==> src/rtl/alu_pkg.sv <==
// Shared opcode values, FSM state and iterative-unit mode encodings for the multi-cycle ALU.
// The opcode values are the R-type funct codes of the execute stage.
package alu_pkg;

  localparam int NB_FUNCT = 6;

  typedef logic [NB_FUNCT-1:0] op_t;

  localparam op_t OP_SLL  = 6'b000000;
  localparam op_t OP_SRL  = 6'b000010;
  localparam op_t OP_SRA  = 6'b000011;
  localparam op_t OP_MULU = 6'b011001;
  localparam op_t OP_DIVU = 6'b011011;
  localparam op_t OP_REMU = 6'b011110;
  localparam op_t OP_ADD  = 6'b100000;
  localparam op_t OP_SUB  = 6'b100010;
  localparam op_t OP_AND  = 6'b100100;
  localparam op_t OP_OR   = 6'b100101;
  localparam op_t OP_XOR  = 6'b100110;
  localparam op_t OP_NOR  = 6'b100111;
  localparam op_t OP_SLT  = 6'b101010;
  localparam op_t OP_SLTU = 6'b101011;

  typedef enum logic {
    ST_IDLE = 1'b0,
    ST_ITER = 1'b1
  } state_t;

  typedef enum logic {
    MODE_MUL = 1'b0,
    MODE_DIV = 1'b1
  } iter_mode_t;

  function automatic logic is_iter_op(input op_t op);
    return (op == OP_MULU) || (op == OP_DIVU) || (op == OP_REMU);
  endfunction

endpackage

==> src/rtl/alu_mc_if.sv <==
// Request/result handshake bundle of the multi-cycle ALU.
// slave = ALU side, master = pipeline (requester and result consumer) side.
interface alu_mc_if #(
  parameter int NB_REG = 32,
  parameter int NB_OP  = 6
);

  logic              i_valid;
  logic              o_ready;
  logic [NB_REG-1:0] i_a;
  logic [NB_REG-1:0] i_b;
  logic [NB_OP-1:0]  i_op;
  logic              o_valid;
  logic              i_ready;
  logic [NB_REG-1:0] o_out;
  logic              o_illegal;

  modport slave (
    input  i_valid, i_a, i_b, i_op, i_ready,
    output o_ready, o_valid, o_out, o_illegal
  );

  modport master (
    output i_valid, i_a, i_b, i_op, i_ready,
    input  o_ready, o_valid, o_out, o_illegal
  );

endinterface

==> src/rtl/alu_iter.sv <==
// Shared shift-add multiplier / restoring divider, one bit per cycle; o_done on the NB_REG-th step.
// No backpressure: o_lo/o_hi are valid only in the o_done cycle and must be captured then.
module alu_iter
  import alu_pkg::*;
#(
  parameter int NB_REG = 32
) (
  input  logic              i_clk,
  input  logic              i_rst,
  input  logic              i_start,
  input  iter_mode_t        i_mode,
  input  logic [NB_REG-1:0] i_a,
  input  logic [NB_REG-1:0] i_b,
  output logic              o_done,
  output logic [NB_REG-1:0] o_lo,
  output logic [NB_REG-1:0] o_hi
);

  localparam int NB_CNT = $clog2(NB_REG);

  logic              busy_q, busy_d;
  iter_mode_t        mode_q, mode_d;
  logic [NB_CNT-1:0] cnt_q, cnt_d;
  // acc: product accumulator / partial remainder
  // x:   multiplier (shifts right) / dividend becoming quotient (shifts left)
  // y:   multiplicand (shifts left) / divisor (static)
  logic [NB_REG-1:0] acc_q, acc_d;
  logic [NB_REG-1:0] x_q, x_d;
  logic [NB_REG-1:0] y_q, y_d;
  logic [NB_REG:0]   trial;
  logic [NB_REG:0]   diff;

  always_comb begin
    busy_d = busy_q;
    mode_d = mode_q;
    cnt_d  = cnt_q;
    acc_d  = acc_q;
    x_d    = x_q;
    y_d    = y_q;
    trial  = '0;
    diff   = '0;
    o_done = 1'b0;

    if (i_start) begin
      busy_d = 1'b1;
      mode_d = i_mode;
      cnt_d  = NB_CNT'(NB_REG - 1);
      acc_d  = '0;
      x_d    = (i_mode == MODE_MUL) ? i_b : i_a;
      y_d    = (i_mode == MODE_MUL) ? i_a : i_b;
    end else if (busy_q) begin
      if (mode_q == MODE_MUL) begin
        if (x_q[0]) begin
          acc_d = acc_q + y_q;
        end
        x_d = x_q >> 1;
        y_d = y_q << 1;
      end else begin
        // trial < 2*divisor, so bit NB_REG of diff is a clean borrow flag;
        // a zero divisor never borrows, giving all-ones quotient and rem = dividend.
        trial = {acc_q, x_q[NB_REG-1]};
        diff  = trial - {1'b0, y_q};
        if (!diff[NB_REG]) begin
          acc_d = diff[NB_REG-1:0];
          x_d   = {x_q[NB_REG-2:0], 1'b1};
        end else begin
          acc_d = trial[NB_REG-1:0];
          x_d   = {x_q[NB_REG-2:0], 1'b0};
        end
      end

      if (cnt_q == '0) begin
        busy_d = 1'b0;
        o_done = 1'b1;
      end else begin
        cnt_d = cnt_q - 1'b1;
      end
    end

    o_lo = (mode_q == MODE_MUL) ? acc_d : x_d;
    o_hi = acc_d;
  end

  always_ff @(posedge i_clk or posedge i_rst) begin
    if (i_rst) begin
      busy_q <= 1'b0;
      mode_q <= MODE_MUL;
      cnt_q  <= '0;
      acc_q  <= '0;
      x_q    <= '0;
      y_q    <= '0;
    end else begin
      busy_q <= busy_d;
      mode_q <= mode_d;
      cnt_q  <= cnt_d;
      acc_q  <= acc_d;
      x_q    <= x_d;
      y_q    <= y_d;
    end
  end

endmodule

==> src/rtl/alu_mc.sv <==
// Handshaked ALU: single-cycle ops 1 cycle accept->o_valid, MULU/DIVU/REMU NB_REG+1 cycles.
// Backpressure: a pending result is held while i_ready=0 and o_ready drops; o_ready also low during ITER.
module alu_mc
  import alu_pkg::*;
#(
  parameter int NB_REG = 32,
  parameter int NB_OP  = 6
) (
  input logic     i_clk,
  input logic     i_rst,
  alu_mc_if.slave bus
);

  localparam int NB_SH = $clog2(NB_REG);

  state_t            state_q, state_d;
  logic              valid_q, valid_d;
  logic [NB_REG-1:0] out_q, out_d;
  logic              illegal_q, illegal_d;
  logic              rem_q, rem_d;

  logic [NB_OP-1:0]  op_raw;
  op_t               op_fn;
  logic [NB_SH-1:0]  shamt;
  logic [NB_REG-1:0] sc_res;
  logic              sc_ill;
  logic              ready_w;
  logic              accept;
  logic              iter_start;
  iter_mode_t        iter_mode;
  logic              iter_done;
  logic [NB_REG-1:0] iter_lo;
  logic [NB_REG-1:0] iter_hi;

  assign op_raw    = bus.i_op;
  assign op_fn     = op_t'(op_raw);
  assign iter_mode = (op_fn == OP_MULU) ? MODE_MUL : MODE_DIV;

  assign ready_w   = (state_q == ST_IDLE) && (!valid_q || bus.i_ready) && !i_rst;
  assign accept    = bus.i_valid && ready_w;

  assign bus.o_ready   = ready_w;
  assign bus.o_valid   = valid_q;
  assign bus.o_out     = out_q;
  assign bus.o_illegal = illegal_q;

  always_comb begin
    shamt  = bus.i_b[NB_SH-1:0];
    sc_res = '0;
    sc_ill = 1'b0;
    case (op_fn)
      OP_SLL:  sc_res = bus.i_a << shamt;
      OP_SRL:  sc_res = bus.i_a >> shamt;
      OP_SRA:  sc_res = $signed(bus.i_a) >>> shamt;
      OP_ADD:  sc_res = bus.i_a + bus.i_b;
      OP_SUB:  sc_res = bus.i_a - bus.i_b;
      OP_AND:  sc_res = bus.i_a & bus.i_b;
      OP_OR:   sc_res = bus.i_a | bus.i_b;
      OP_XOR:  sc_res = bus.i_a ^ bus.i_b;
      OP_NOR:  sc_res = ~(bus.i_a | bus.i_b);
      OP_SLT:  sc_res = {{(NB_REG-1){1'b0}}, $signed(bus.i_a) < $signed(bus.i_b)};
      OP_SLTU: sc_res = {{(NB_REG-1){1'b0}}, bus.i_a < bus.i_b};
      default: sc_ill = 1'b1;
    endcase
  end

  always_comb begin
    state_d    = state_q;
    valid_d    = valid_q;
    out_d      = out_q;
    illegal_d  = illegal_q;
    rem_d      = rem_q;
    iter_start = 1'b0;

    if (valid_q && bus.i_ready) begin
      valid_d = 1'b0;
    end

    case (state_q)
      ST_IDLE: begin
        if (accept) begin
          if (is_iter_op(op_fn)) begin
            iter_start = 1'b1;
            rem_d      = (op_fn == OP_REMU);
            state_d    = ST_ITER;
          end else begin
            // a same-cycle retire is overridden here, keeping o_valid high
            out_d     = sc_res;
            illegal_d = sc_ill;
            valid_d   = 1'b1;
          end
        end
      end
      ST_ITER: begin
        if (iter_done) begin
          out_d     = rem_q ? iter_hi : iter_lo;
          illegal_d = 1'b0;
          valid_d   = 1'b1;
          state_d   = ST_IDLE;
        end
      end
      default: state_d = ST_IDLE;
    endcase
  end

  always_ff @(posedge i_clk or posedge i_rst) begin
    if (i_rst) begin
      state_q   <= ST_IDLE;
      valid_q   <= 1'b0;
      out_q     <= '0;
      illegal_q <= 1'b0;
      rem_q     <= 1'b0;
    end else begin
      state_q   <= state_d;
      valid_q   <= valid_d;
      out_q     <= out_d;
      illegal_q <= illegal_d;
      rem_q     <= rem_d;
    end
  end

  alu_iter #(
    .NB_REG (NB_REG)
  ) u_iter (
    .i_clk   (i_clk),
    .i_rst   (i_rst),
    .i_start (iter_start),
    .i_mode  (iter_mode),
    .i_a     (bus.i_a),
    .i_b     (bus.i_b),
    .o_done  (iter_done),
    .o_lo    (iter_lo),
    .o_hi    (iter_hi)
  );

endmodule

==> src/flat_wrapper.sv <==
// flat-port wrapper written by rule: the top's interface ports become plain ports
module alu_mc_flat import alu_pkg::*;
#(
  parameter int NB_REG = 32,
  parameter int NB_OP  = 6
)
  (i_clk, i_rst, bus_i_valid, bus_i_a, bus_i_b, bus_i_op, bus_i_ready, bus_o_ready, bus_o_valid, bus_o_out, bus_o_illegal);
  alu_mc_if #(.NB_REG(NB_REG), .NB_OP(NB_OP)) bus_i ();
  input logic i_clk;
  input logic i_rst;
  input wire logic [$bits(bus_i.i_valid)-1:0] bus_i_valid;
  input wire logic [$bits(bus_i.i_a)-1:0] bus_i_a;
  input wire logic [$bits(bus_i.i_b)-1:0] bus_i_b;
  input wire logic [$bits(bus_i.i_op)-1:0] bus_i_op;
  input wire logic [$bits(bus_i.i_ready)-1:0] bus_i_ready;
  output wire logic [$bits(bus_i.o_ready)-1:0] bus_o_ready;
  output wire logic [$bits(bus_i.o_valid)-1:0] bus_o_valid;
  output wire logic [$bits(bus_i.o_out)-1:0] bus_o_out;
  output wire logic [$bits(bus_i.o_illegal)-1:0] bus_o_illegal;
  assign bus_i.i_valid = bus_i_valid;
  assign bus_i.i_a = bus_i_a;
  assign bus_i.i_b = bus_i_b;
  assign bus_i.i_op = bus_i_op;
  assign bus_i.i_ready = bus_i_ready;
  assign bus_o_ready = bus_i.o_ready;
  assign bus_o_valid = bus_i.o_valid;
  assign bus_o_out = bus_i.o_out;
  assign bus_o_illegal = bus_i.o_illegal;
  alu_mc #(.NB_REG(NB_REG), .NB_OP(NB_OP)) u_core (.i_clk(i_clk), .i_rst(i_rst), .bus(bus_i));
endmodule
==> config.mk <==
export PLATFORM = sky130hd
export DESIGN_NAME = alu_mc_flat
export DESIGN_NICKNAME = d
export VERILOG_FILES = /design/src/rtl/alu_pkg.sv /design/src/rtl/alu_mc_if.sv /design/src/rtl/alu_iter.sv /design/src/rtl/alu_mc.sv /design/src/flat_wrapper.sv
export SDC_FILE = /design/constraint.sdc
export NUM_CORES = 1
export LEC_CHECK = 0
export BUFFER_PORTS_ARGS = -buffer_cell sky130_fd_sc_hd__buf_2
export CORE_ASPECT_RATIO = 0.9
export CORE_UTILIZATION = 50
export CTS_CLUSTER_DIAMETER = 50
export DETAILED_ROUTE_END_ITERATION = 10
export HOLD_SLACK_MARGIN = 0.1
export PLACE_DENSITY = 0.67
export SLEW_MARGIN = 15
export SYNTH_ARGS = -nofsm -noshare
export SYNTH_HDL_FRONTEND = slang
export SYNTH_SLANG_ARGS = --single-unit
export TNS_END_PERCENT = 100
==> constraint.sdc <==
create_clock -name i_clk -period 6.1 [get_ports i_clk]
set_input_delay 0.915 -clock i_clk [delete_from_list [all_inputs] [get_ports i_clk]]
set_output_delay 0.915 -clock i_clk [all_outputs]
set_load 0.03 [all_outputs]
# Word-level counts from Yosys, hierarchy flattened
# Index checks and enable logic that the tools add are counted.
[totals]
regBits = 139
input_bits = 74
output_inout_bits = 35
elab_cells = 107
[classes]
addsub = 5
n_lt_le_gt_ge = 2
n_eq_ne = 18
shifts = 3
mux = 46
n_bitwise = 5
reduce_logical = 17
[op_table]
columns = ["op", "count"]
rows = [
  ["32-bit two-way mux", 18],
  ["32-bit case mux with 11 select lines", 1],
  ["32-bit adder", 2],
  ["32-bit < comparator", 2],
  ["32-bit case mux with 2 select lines", 1],
  ["6-bit == test, second input constant", 8],
  ["33-bit by 32-bit subtractor with 33-bit output", 1],
  ["32-bit bitwise AND", 1],
  ["32-bit inverter", 1],
  ["32-bit OR", 1],
  ["32-bit by 5-bit left shift with 32-bit output", 1],
  ["32-bit by 5-bit >> shifter with 32-bit output", 1],
  ["32-bit by 5-bit >>> shifter with 32-bit output", 1],
  ["32-bit subtractor", 1],
  ["32-bit bitwise XOR", 1],
  ["1-bit two-way mux", 20],
  ["6-bit by 5-bit == test with 1-bit output, second input constant", 3],
  ["5-bit two-way mux", 3],
  ["6-bit by 2-bit == test with 1-bit output, second input constant", 2],
  ["11-bit OR reduction", 1],
  ["6-bit zero test", 1],
  ["2-bit by 1-bit != test with 1-bit output, second input constant", 3],
  ["1-bit case mux with 2 select lines", 3],
  ["3-bit AND reduction", 2],
  ["9 further kinds", 17],
]

# Depth between registers and ports, before layout
# Gate-level depths: netlist of run 1.
[depth]
depth_word = 12
depth_mapped = 16
mapped_depth_nobuf = 13

# Modules after synthesis
# From an unflattened synthesis of run 1, not the netlist that was laid out.
[unflattened]
hier_cells = 2915
area_unflattened_um2 = 21913.5
[modules_own_cells]
columns = ["module", "n_inst", "cells_each", "area_each_um2", "seq_area_each_um2"]
rows = [
  ["alu_mc", 1, 1611, 11547.3, 900.9],
  ["alu_iter", 1, 1304, 10366.2, 2577.5],
]

# Worst setup path before layout of run 1
# OpenSTA, ideal clock, no wires.
[synth_timing]
kind = "in2reg"
from = "input port bus_i_b[2]"
to = "register u_core.out_q[28] (netlist: u_core.bus.o_out[28])"
setup_time_ps = 126
t_arrival_ps = 4396
required_time_ps = 5974
setup_slack_ps = 1578
stages = 16
path_buffers = 4
path_cell_list = "buf_2 > inv_1 > buf_1 > buf_2 > buf_2 > ha_1 > nor2b_1 > o211ai_1 > a21boi_1 > a211oi_4 > o31a_4 > or2_1 > o41a_1 > mux2i_1 > nand3_1 > a221o_1"
[synth_via]
elab_chain_cells = 5
word_cells_on_any_way = 9
cone_classes = "add/sub (2); shift (3); mux (4)"
[synth_lines]
columns = ["element", "line", "rtl"]
rows = [
  ["start, declared", "flat_wrapper.sv:13", "input wire logic [$bits(bus_i.i_b)-1:0] bus_i_b;"],
  ["32-bit subtractor, or another cell as far along", "alu_mc.sv:56", "OP_SUB: sc_res = bus.i_a - bus.i_b;"],
  ["32-bit case mux with 11 select lines *", "alu_mc.sv:51", "case (op_fn)"],
  ["32-bit two-way mux *", "alu_mc.sv:82", "if (is_iter_op(op_fn)) begin"],
  ["32-bit two-way mux *", "alu_mc.sv:81", "if (accept) begin"],
  ["32-bit case mux with 2 select lines *", "alu_mc.sv:79", "case (state_q)"],
  ["end signal, assigned", "alu_mc.sv:116", "out_q <= out_d;"],
  ["end, declared", "alu_mc.sv:18", "logic [NB_REG-1:0] out_q, out_d;"],
]
# Every way passes the cells marked *; elsewhere a longest branch is shown, timed or not. The select of a mux whose other input is x is not followed.
# A chain may end at the register's enable or synchronous reset.

# Final worst setup path of run 1
[layout_timing]
from = "input port bus_i_b[0]"
to = "register u_core.out_q[28] (netlist: u_core.bus.o_out[28])"
# The elaborated chain is that of the path after synthesis.

==> metrics.txt, run 1 <==
fraction of layout cells with a size suffix above 1=10.44%; maximum number of pins on one net before global-route repair=93; endpoint required time on the critical path=6.43 ns; Yosys reg bits=139; DPL Wire Length=74.21 mm; Max Cap Violations=0; worst setup skew after layout=0.008731 ns; final-stage net count=3145; die width=218.5 µm; leading area contributor after synthesis=sky130_fd_sc_hd__dfrtp_1; Layout Area Growth over Synthesis=7.118%; Clock transition at path regs=0.06 ns; path type of the worst min-delay path=reg2reg; routed wire length per instance=27.72 µm; # setup viols final=0; number of buffers added by the clock tree synthesis step=17; syn avg cell area=7.237 µm²; Total Neg Setup Slack=0 ns; proportion of synthesized area in mux cells=10.05%; synthesized area=21100 µm²; antenna violations before repair=1; cell with the largest stage delay on the worst path=sky130_fd_sc_hd__buf_4; Data arrival, critical path=4.75 ns; clk root buf=sky130_fd_sc_hd__clkbuf_16; complex-gate fraction of the synthesized area=33.78%; FP Rows=71; Num Clock Sinks=139; FFs w/ async S/R, synth=100.0%; worst-margin pin slew=1.163 ns; H-tree levels=4; Most used DFF post-synth=sky130_fd_sc_hd__dfrtp_1; cell count after synthesis=2915; weighted congestion at the end of routability-driven global placement=1.080; Antenna Diode Count=0; unrepaired setup endpoints after global routing=no; maximum number of buffers from clock root to sink=2; largest family of logic cells by synthesized area=compound AO/OA/AOI/OAI gates; final worst path period need=4.426 ns; result of the run=finished clean; Via Count=24060; final worst-path cycle share=72.55%; highest attainable clock frequency=0.2260 GHz; crit path launch type=input pin; total of warnings raised by yosys=0; count of hold-fix buffers inserted at cts=0; Final Hold Fails=0; effective utilization at floorplan=50.63%; post-route DRC violation count=0; number of enable-type register cells in the synthesized netlist=0; clock latency on the worst-skew pair=0.44 ns; starting DRC count in detailed routing=3497; total power of the final layout=7071 µW; slowest cell delay on critical path=0.45 ns; total global routing track utilization=43.48%; reported leakage power=0.009718 µW; Max-Slew Margin vs Limit=22.03%; area enclosed by the die boundary=43020 µm²; number of cells upsized or downsized after cts=0; placeable core region=41660 µm²; vias in the first global route=21630; number of top-level pins=109; maximum VDD drop=0.0002393 V; crit path cell chain=buf_4, ha_1, inv_1, fa_1, nor2b_1, o211ai_1, a21boi_1, a211oi_4, o31a_4, or2_1, o41a_1, mux2i_1, nand3_1, a221o_1; synthesized netlist net count=3172; post-synthesis simple-gate area fraction=18.24%; length of the first detailed-routing pass in iterations=7; Critical Setup Path Class=in2reg; share of Yosys cell area claimed by the top area cell type=16.49%; Power per Cell Area=312.9 nW/µm²; TritonCTS clock tree=yes; post-synthesis share of cell area spent on full adders, half adders and majority gates=11.00%; antenna viol nets, final=0; number of pins exceeding their max-slew limit in the final report=0; first-pass GRT wire length=140.7 mm; total global routing overflow=0; biggest area contributors in the synthesized netlist=sky130_fd_sc_hd__dfrtp_1 16%, sky130_fd_sc_hd__ha_1 11%, sky130_fd_sc_hd__a21oi_1 7.9%; Die Span Y=196.9 µm; sequential share of the synthesized area=16.49%; average via count per standard cell=6.979; sort of element at the end of the critical path=flip-flop; XOR/XNOR share of the synthesized area=3.571%; setup repair bufs after CTS=0; peak fanout along the critical path=47; total wire length=95.58 mm; count of unique library cells instantiated by Yosys=98; layout filler cell count=4071; port buffer count=108
-- cell families (layout without fill, tap and decap cells) --
group / count (synthesis) / in the layout
fa+ha+maj: 183 / 183
buf+inv: 371 / 357
xor+xnor: 86 / 86
flops: 139 / 139
mux: 171 / 171
compound gates: 1100 / 1100
simple gates: 865 / 865
-- metrics by stage --
stage          instance area (µm²)  hold WS (ns)  setup slack [ns]  utilization [%]  cells
2_1_floorplan                21100        0.4498             1.460                -   2915
3_3_place_gp                 21980        0.4723             1.397            52.75   3416
3_5_place_dp                 21980        0.4979             1.318            52.75   3416
4_1_cts                      22600        0.5122             1.765            54.24   3448
5_1_grt                      22600        0.5429             1.453            54.24   3448
6_report                     22600        0.5162             1.674            54.24   3448
-- power by group --
group / internal [µW] / switching [µW]
logic: 1570 / 2810
registers: 1190 / 390
clock network: 667 / 449
total: 3420 / 3650
-- synthesized netlist by cell type (9+ instances only) --
| cell type | number |
|---|---|
| sky130_fd_sc_hd__a211o_1 | 24 |
| sky130_fd_sc_hd__a211oi_1 | 58 |
| sky130_fd_sc_hd__a21o_1 | 41 |
| sky130_fd_sc_hd__a21oi_1 | 331 |
| sky130_fd_sc_hd__a221oi_1 | 24 |
| sky130_fd_sc_hd__a22o_1 | 11 |
| sky130_fd_sc_hd__a22oi_1 | 30 |
| sky130_fd_sc_hd__a31oi_1 | 37 |
| sky130_fd_sc_hd__and2_1 | 14 |
| sky130_fd_sc_hd__and3_1 | 19 |
| sky130_fd_sc_hd__buf_1 | 20 |
| sky130_fd_sc_hd__buf_2 | 28 |
| sky130_fd_sc_hd__clkbuf_1 | 159 |
| sky130_fd_sc_hd__dfrtp_1 | 139 |
| sky130_fd_sc_hd__ha_1 | 179 |
| sky130_fd_sc_hd__inv_1 | 156 |
| sky130_fd_sc_hd__mux2_2 | 27 |
| sky130_fd_sc_hd__mux2i_1 | 114 |
| sky130_fd_sc_hd__mux4_2 | 30 |
| sky130_fd_sc_hd__nand2_1 | 276 |
| sky130_fd_sc_hd__nand2b_1 | 22 |
| sky130_fd_sc_hd__nand3_1 | 51 |
| sky130_fd_sc_hd__nand4_1 | 20 |
| sky130_fd_sc_hd__nor2_1 | 332 |
| sky130_fd_sc_hd__nor2b_1 | 21 |
| sky130_fd_sc_hd__nor3_1 | 45 |
| sky130_fd_sc_hd__nor4_1 | 9 |
| sky130_fd_sc_hd__o2111ai_1 | 9 |
| sky130_fd_sc_hd__o211ai_1 | 65 |
| sky130_fd_sc_hd__o21a_1 | 26 |
| sky130_fd_sc_hd__o21ai_0 | 223 |
| sky130_fd_sc_hd__o21ai_1 | 20 |
| sky130_fd_sc_hd__o21bai_1 | 15 |
| sky130_fd_sc_hd__o221ai_1 | 22 |
| sky130_fd_sc_hd__o22ai_1 | 22 |
| sky130_fd_sc_hd__o31ai_1 | 15 |
| sky130_fd_sc_hd__o32ai_1 | 9 |
| sky130_fd_sc_hd__or3_1 | 12 |
| sky130_fd_sc_hd__xnor2_1 | 66 |
| sky130_fd_sc_hd__xor2_1 | 20 |
-- cell type report --
type                            instances  area (µm²)  area share, %
Multi-Input combinational cell       2405       16200          71.69
Sequential cell                       139        3483          15.42
Timing Repair Buffer                  167        1013          4.485
Tap cell                              547       684.4          3.029
Inverter                              158       598.1          2.647
Clock buffer                           19       452.9          2.004
Clock inverter                         13       165.2         0.7309
-- layer usage --
layer / GRT usage (%) / part of all wire [%] / wire, µm
met5: 0 / 0.013 / 12
met4: 13.39 / 3.6 / 3403
met3: 10.09 / 12 / 11170
met2: 62.35 / 42 / 39690
met1: 63.67 / 43 / 41300
-- worst max-delay path, delay by kind of cell --
kind / cells / cell delay [ns]
muxes: 1 / 0.16
and+or+nand+nor: 3 / 0.55
adders and majority gates: 2 / 0.75
AOI/OAI and AO/OA: 6 / 1.83
buffers and inverters: 2 / 0.53
-- worst paths after layout --
check                                      startpoint                    end  slack, ns  cells past startpoint
worst min-delay path            u_core.u_iter.y_q[31]  u_core.u_iter.y_q[31]       0.52                      2
worst max register to register  u_core.u_iter.x_q[31]    u_core.bus.o_out[8]       1.79                     13
worst max-delay path                       bus_i_b[0]   u_core.bus.o_out[28]       1.67                     14
min in group asynchronous                       i_rst     u_core.bus.o_valid       0.66                      2
max in group asynchronous                       i_rst  u_core.u_iter.x_q[24]       4.14                      3
worst min register to register  u_core.u_iter.y_q[31]  u_core.u_iter.y_q[31]       0.52                      2
-- state kept, by name (all words and copies together) (netlist names) --
signal / cells
u_core.state_q: 1
u_core.bus.o_out: 32
u_core.u_iter.busy_q: 1
u_core.u_iter.acc_q: 32
u_core.rem_q: 1
u_core.bus.o_illegal: 1
u_core.u_iter.cnt_q: 5
u_core.u_iter.x_q: 32
u_core.u_iter.y_q: 32
u_core.bus.o_valid: 1
u_core.u_iter.mode_q: 1
-- cells in the final DEF, fill, tap and decap left out, types with 21 or more instances in the layout --
| master | netlist | routed |
|---|---|---|
| sky130_fd_sc_hd__o221ai_1 | 22 | 22 |
| sky130_fd_sc_hd__a22oi_1 | 30 | 30 |
| sky130_fd_sc_hd__o211ai_1 | 65 | 65 |
| sky130_fd_sc_hd__a211oi_1 | 58 | 58 |
| sky130_fd_sc_hd__o21a_1 | 26 | 26 |
| sky130_fd_sc_hd__nand2b_1 | 22 | 22 |
| sky130_fd_sc_hd__o22ai_1 | 22 | 22 |
| sky130_fd_sc_hd__nand3_1 | 51 | 51 |
| sky130_fd_sc_hd__a211o_1 | 24 | 24 |
| sky130_fd_sc_hd__mux4_2 | 30 | 30 |
| sky130_fd_sc_hd__nand2_1 | 276 | 275 |
| sky130_fd_sc_hd__xnor2_1 | 66 | 66 |
| sky130_fd_sc_hd__nor3_1 | 45 | 44 |
| sky130_fd_sc_hd__a221oi_1 | 24 | 24 |
| sky130_fd_sc_hd__buf_4 | 3 | 59 |
| sky130_fd_sc_hd__a21oi_1 | 331 | 330 |
| sky130_fd_sc_hd__a31oi_1 | 37 | 37 |
| sky130_fd_sc_hd__mux2_2 | 27 | 27 |
| sky130_fd_sc_hd__nor2_1 | 332 | 331 |
| sky130_fd_sc_hd__mux2i_1 | 114 | 114 |
| sky130_fd_sc_hd__o21ai_0 | 223 | 223 |
| sky130_fd_sc_hd__buf_2 | 28 | 106 |
| sky130_fd_sc_hd__inv_1 | 156 | 154 |
| sky130_fd_sc_hd__nor2b_1 | 21 | 21 |
| sky130_fd_sc_hd__a21o_1 | 41 | 41 |
| sky130_fd_sc_hd__ha_1 | 179 | 179 |
| sky130_fd_sc_hd__dfrtp_1 | 139 | 137 |
Power figures use the tool's default switching activity.
==> inputs of run 2 (changes only) <==
clock period = 4.4 ns   (was 6.1 ns; I/O delays follow)
==> run 2 against run 1 <==
Sequential power up 38%. Cell area rose by 2.0%. Register-to-register slack got worse by 1.6 ns. Largest power group unchanged. Highest routed layer unchanged. Setup slack got worse by 1.5 ns. Flip-flop and latch count stayed put. Total power rose by 41%. Combinational power rose by 42%. Critical path type is now reg2reg. Critical path depth stayed put. Worst hold slack worse by 0.16 ns.
==> metrics.txt, run 2 (same netlist as run 1, synthesis figures left out) <==
sort of element at the end of the critical path=flip-flop; peak fanout along the critical path=15 (-68%); total instance count after detailed placement=3466 (+1.5%); DPL Wire Length=74.30 mm (+0.13%); final cell utilization of the core=55.33% (+1.1 points); internal reg-to-reg setup slack=0.21 ns (-1.58 ns); # setup viols final=0 (unchanged); switch share=51.20% (-0.37 points); starting DRC count in detailed routing=3308 (-5.4%); maximum VDD drop=0.0003990 V (+67%); length in cells of the worst reg-to-reg path=14 (+1); Num Clock Sinks=139 (unchanged); Data arrival, critical path=4.50 ns (-0.25 ns); Via Count=24350 (+1.2%); combinational fraction of design power=62.4% (+0.5 points); most frequent standard cell in the layout excluding fill and tap cells=sky130_fd_sc_hd__nor2_1; post-route DRC violation count=0 (unchanged); crit path launch type=flip-flop; instance area after placement=22420 µm² (+2.0%); Layout Area Growth over Synthesis=9.271%; routed wire length per instance=27.24 µm (-1.7%); Critical Setup Path Class=reg2reg; Final Hold Fails=0 (unchanged); FP Rows=71 (unchanged); final worst path period need=4.185 ns; Worst path most repeated cell=sky130_fd_sc_hd__o21ai_1; maximum number of buffers from clock root to sink=2 (unchanged); final-stage net count=3195 (+1.6%); Clock transition at path regs=0.07 ns (about the same); area enclosed by the die boundary=43020 µm² (unchanged); effective utilization at floorplan=50.63% (unchanged); Max-Slew Margin vs Limit=26.53% (+4.5 points); Total Neg Setup Slack=0 ns (unchanged); placeable core region=41660 µm² (unchanged); Design Area, Final=23050 µm² (+2.0%); highest attainable clock frequency=0.2389 GHz; Die Span Y=196.9 µm (unchanged); path type of the worst min-delay path=in2async; total power of the final layout=9947 µW (+41%); antenna viol nets, final=0 (unchanged); internal power component=4854 µW (+42%); average via count per standard cell=6.956 (-0.33%); crit path cell chain=inv_1, ha_1, fa_1, nand2b_1, a211oi_1, o21ai_0, a211oi_2, o21ai_1, nand2_2, buf_4, nor2_1, o31a_1, mux2i_1, o21ai_1; endpoint of the most critical register-to-register path=u_core.bus.o_out[0]; slowest cell delay on critical path=0.42 ns (-0.03 ns); number of buffers added by the clock tree synthesis step=17 (unchanged); P_sw=5093 µW (+40%); result of the run=finished clean; first-pass GRT wire length=141.4 mm (+0.49%); buffers plus inverters on the worst setup path=2 (unchanged); startpoint of the worst-slack reg-to-reg timing path=u_core.u_iter.x_q[31]; Max Cap Violations=0 (unchanged); fraction of layout cells with a size suffix above 1=11.97% (+1.5 points); die width=218.5 µm (unchanged); TritonCTS clock tree=yes; port buffer count=108 (unchanged); unrepaired setup endpoints after global routing=no; length of the first detailed-routing pass in iterations=8 (+1); worst-margin pin slew=1.098 ns (-0.06533 ns); total global routing track utilization=43.52% (about the same); total global routing overflow=0 (unchanged); endpoint required time on the critical path=4.72 ns (-1.71 ns); final worst-path cycle share=95.12%; number of top-level pins=109 (unchanged); power share of the clock group=15.6% (-0.2 points); maximum number of pins on one net before global-route repair=80 (-14%); total wire length=95.32 mm (-0.27%); H-tree levels=4 (unchanged); cell with the largest stage delay on the worst path=sky130_fd_sc_hd__a211oi_1; Power per Cell Area=431.5 nW/µm² (+38%); reported leakage power=0.009997 µW (+2.9%); count of hold-fix buffers inserted at cts=0 (unchanged); worst setup skew after layout=0.009134 ns (+0.0004031 ns); largest delay contributor family on the critical path=compound AO/OA/AOI/OAI gates; clk root buf=sky130_fd_sc_hd__clkbuf_16; final cell count without fillers=3500 (+1.5%); most used cells in the layout excluding fill and tap cells=331 x sky130_fd_sc_hd__nor2_1, 330 x sky130_fd_sc_hd__a21oi_1, 275 x sky130_fd_sc_hd__nand2_1; clock latency on the worst-skew pair=0.44 ns (about the same); antenna violations before repair=3 (+2); vias in the first global route=22140 (+2.3%); weighted congestion at the end of routability-driven global placement=1.055 (-2.3%); Reg power frac=21.9% (-0.4 points); number of pins exceeding their max-slew limit in the final report=0 (unchanged)
-- run 2: cell types whose count changed in the layout (fill, tap and decap cells not counted), sizes merged --
cell      change
buf          +50
clkbuf        +2
clkinv        +1
clkinvlp      -3
diode         +3
inv           -1
-- run 2: worst max-delay path by stage --
stage          slack (ns)  depth (start not counted)                   end                   from
3_3_place_gp         0.30                         14  u_core.bus.o_out[18]             bus_i_a[0]
4_1_cts              0.31                         14   u_core.bus.o_out[0]  u_core.u_iter.x_q[31]
2_1_floorplan        0.02                          1  u_core.bus.o_illegal                  i_rst
5_1_grt            0.0009                         13  u_core.bus.o_out[30]  u_core.u_iter.x_q[31]
6_report             0.21                         14   u_core.bus.o_out[0]  u_core.u_iter.x_q[31]
3_5_place_dp         0.31                         14  u_core.bus.o_out[18]             bus_i_a[0]
-- run 2: what timing repair did --
item                       in CTS  in global routing
resized for setup               0                  1
hold endpoints to repair        0                  0
setup endpoints to repair       0                  1
buffers inserted                0                  0
-- run 2: layer usage --
metal	track usage, %	routed length, µm
met1	62.97	40310
met2	62.88	39530
met3	10.35	12080
met4	13.83	3385
met5	0	11
-- run 2: through the flow --
| stage | setup slack, ns | hold WS (ns) |
|---|---|---|
| after floorplan | 0.01548 | 0.4498 |
| after global placement | 0.2969 | 0.4672 |
| after detailed placement | 0.3139 | 0.4808 |
| after CTS | 0.3083 | 0.4007 |
| after global routing | 0.0008602 | 0.4210 |
| final | 0.2145 | 0.3539 |
-- run 2: power groups by stage --
| stage | Sequential, µW | Clock, µW | Combinational [µW] |
|---|---|---|---|
| after floorplan | 2060 | 0 | 4120 |
| after global placement | 2150 | 0 | 5850 |
| after detailed placement | 2160 | 0 | 5940 |
| after CTS | 2150 | 1540 | 6000 |
| after global routing | 2200 | 1600 | 6640 |
| final | 2180 | 1550 | 6210 |
-- run 2: worst register-to-register path: cells and delay by family, from the launching register on --
family | cells | cell delay, ns
compound gates | 6 | 1.79
flops | 1 | 0.39
simple gates | 3 | 0.64
buf+inv | 2 | 0.42
mux | 1 | 0.19
fa+ha+maj | 2 | 0.65
-- run 2: layout make-up --
cell class                      instances  area [µm²]
Antenna cell                            3       7.507
Clock buffer                           21       480.5
Clock inverter                         10       138.9
Fill cell                            4118       18610
Inverter                              158       598.1
Multi-Input combinational cell       2405       16210
Sequential cell                       139        3483
Tap cell                              547       684.4
Timing Repair Buffer                  217        1451
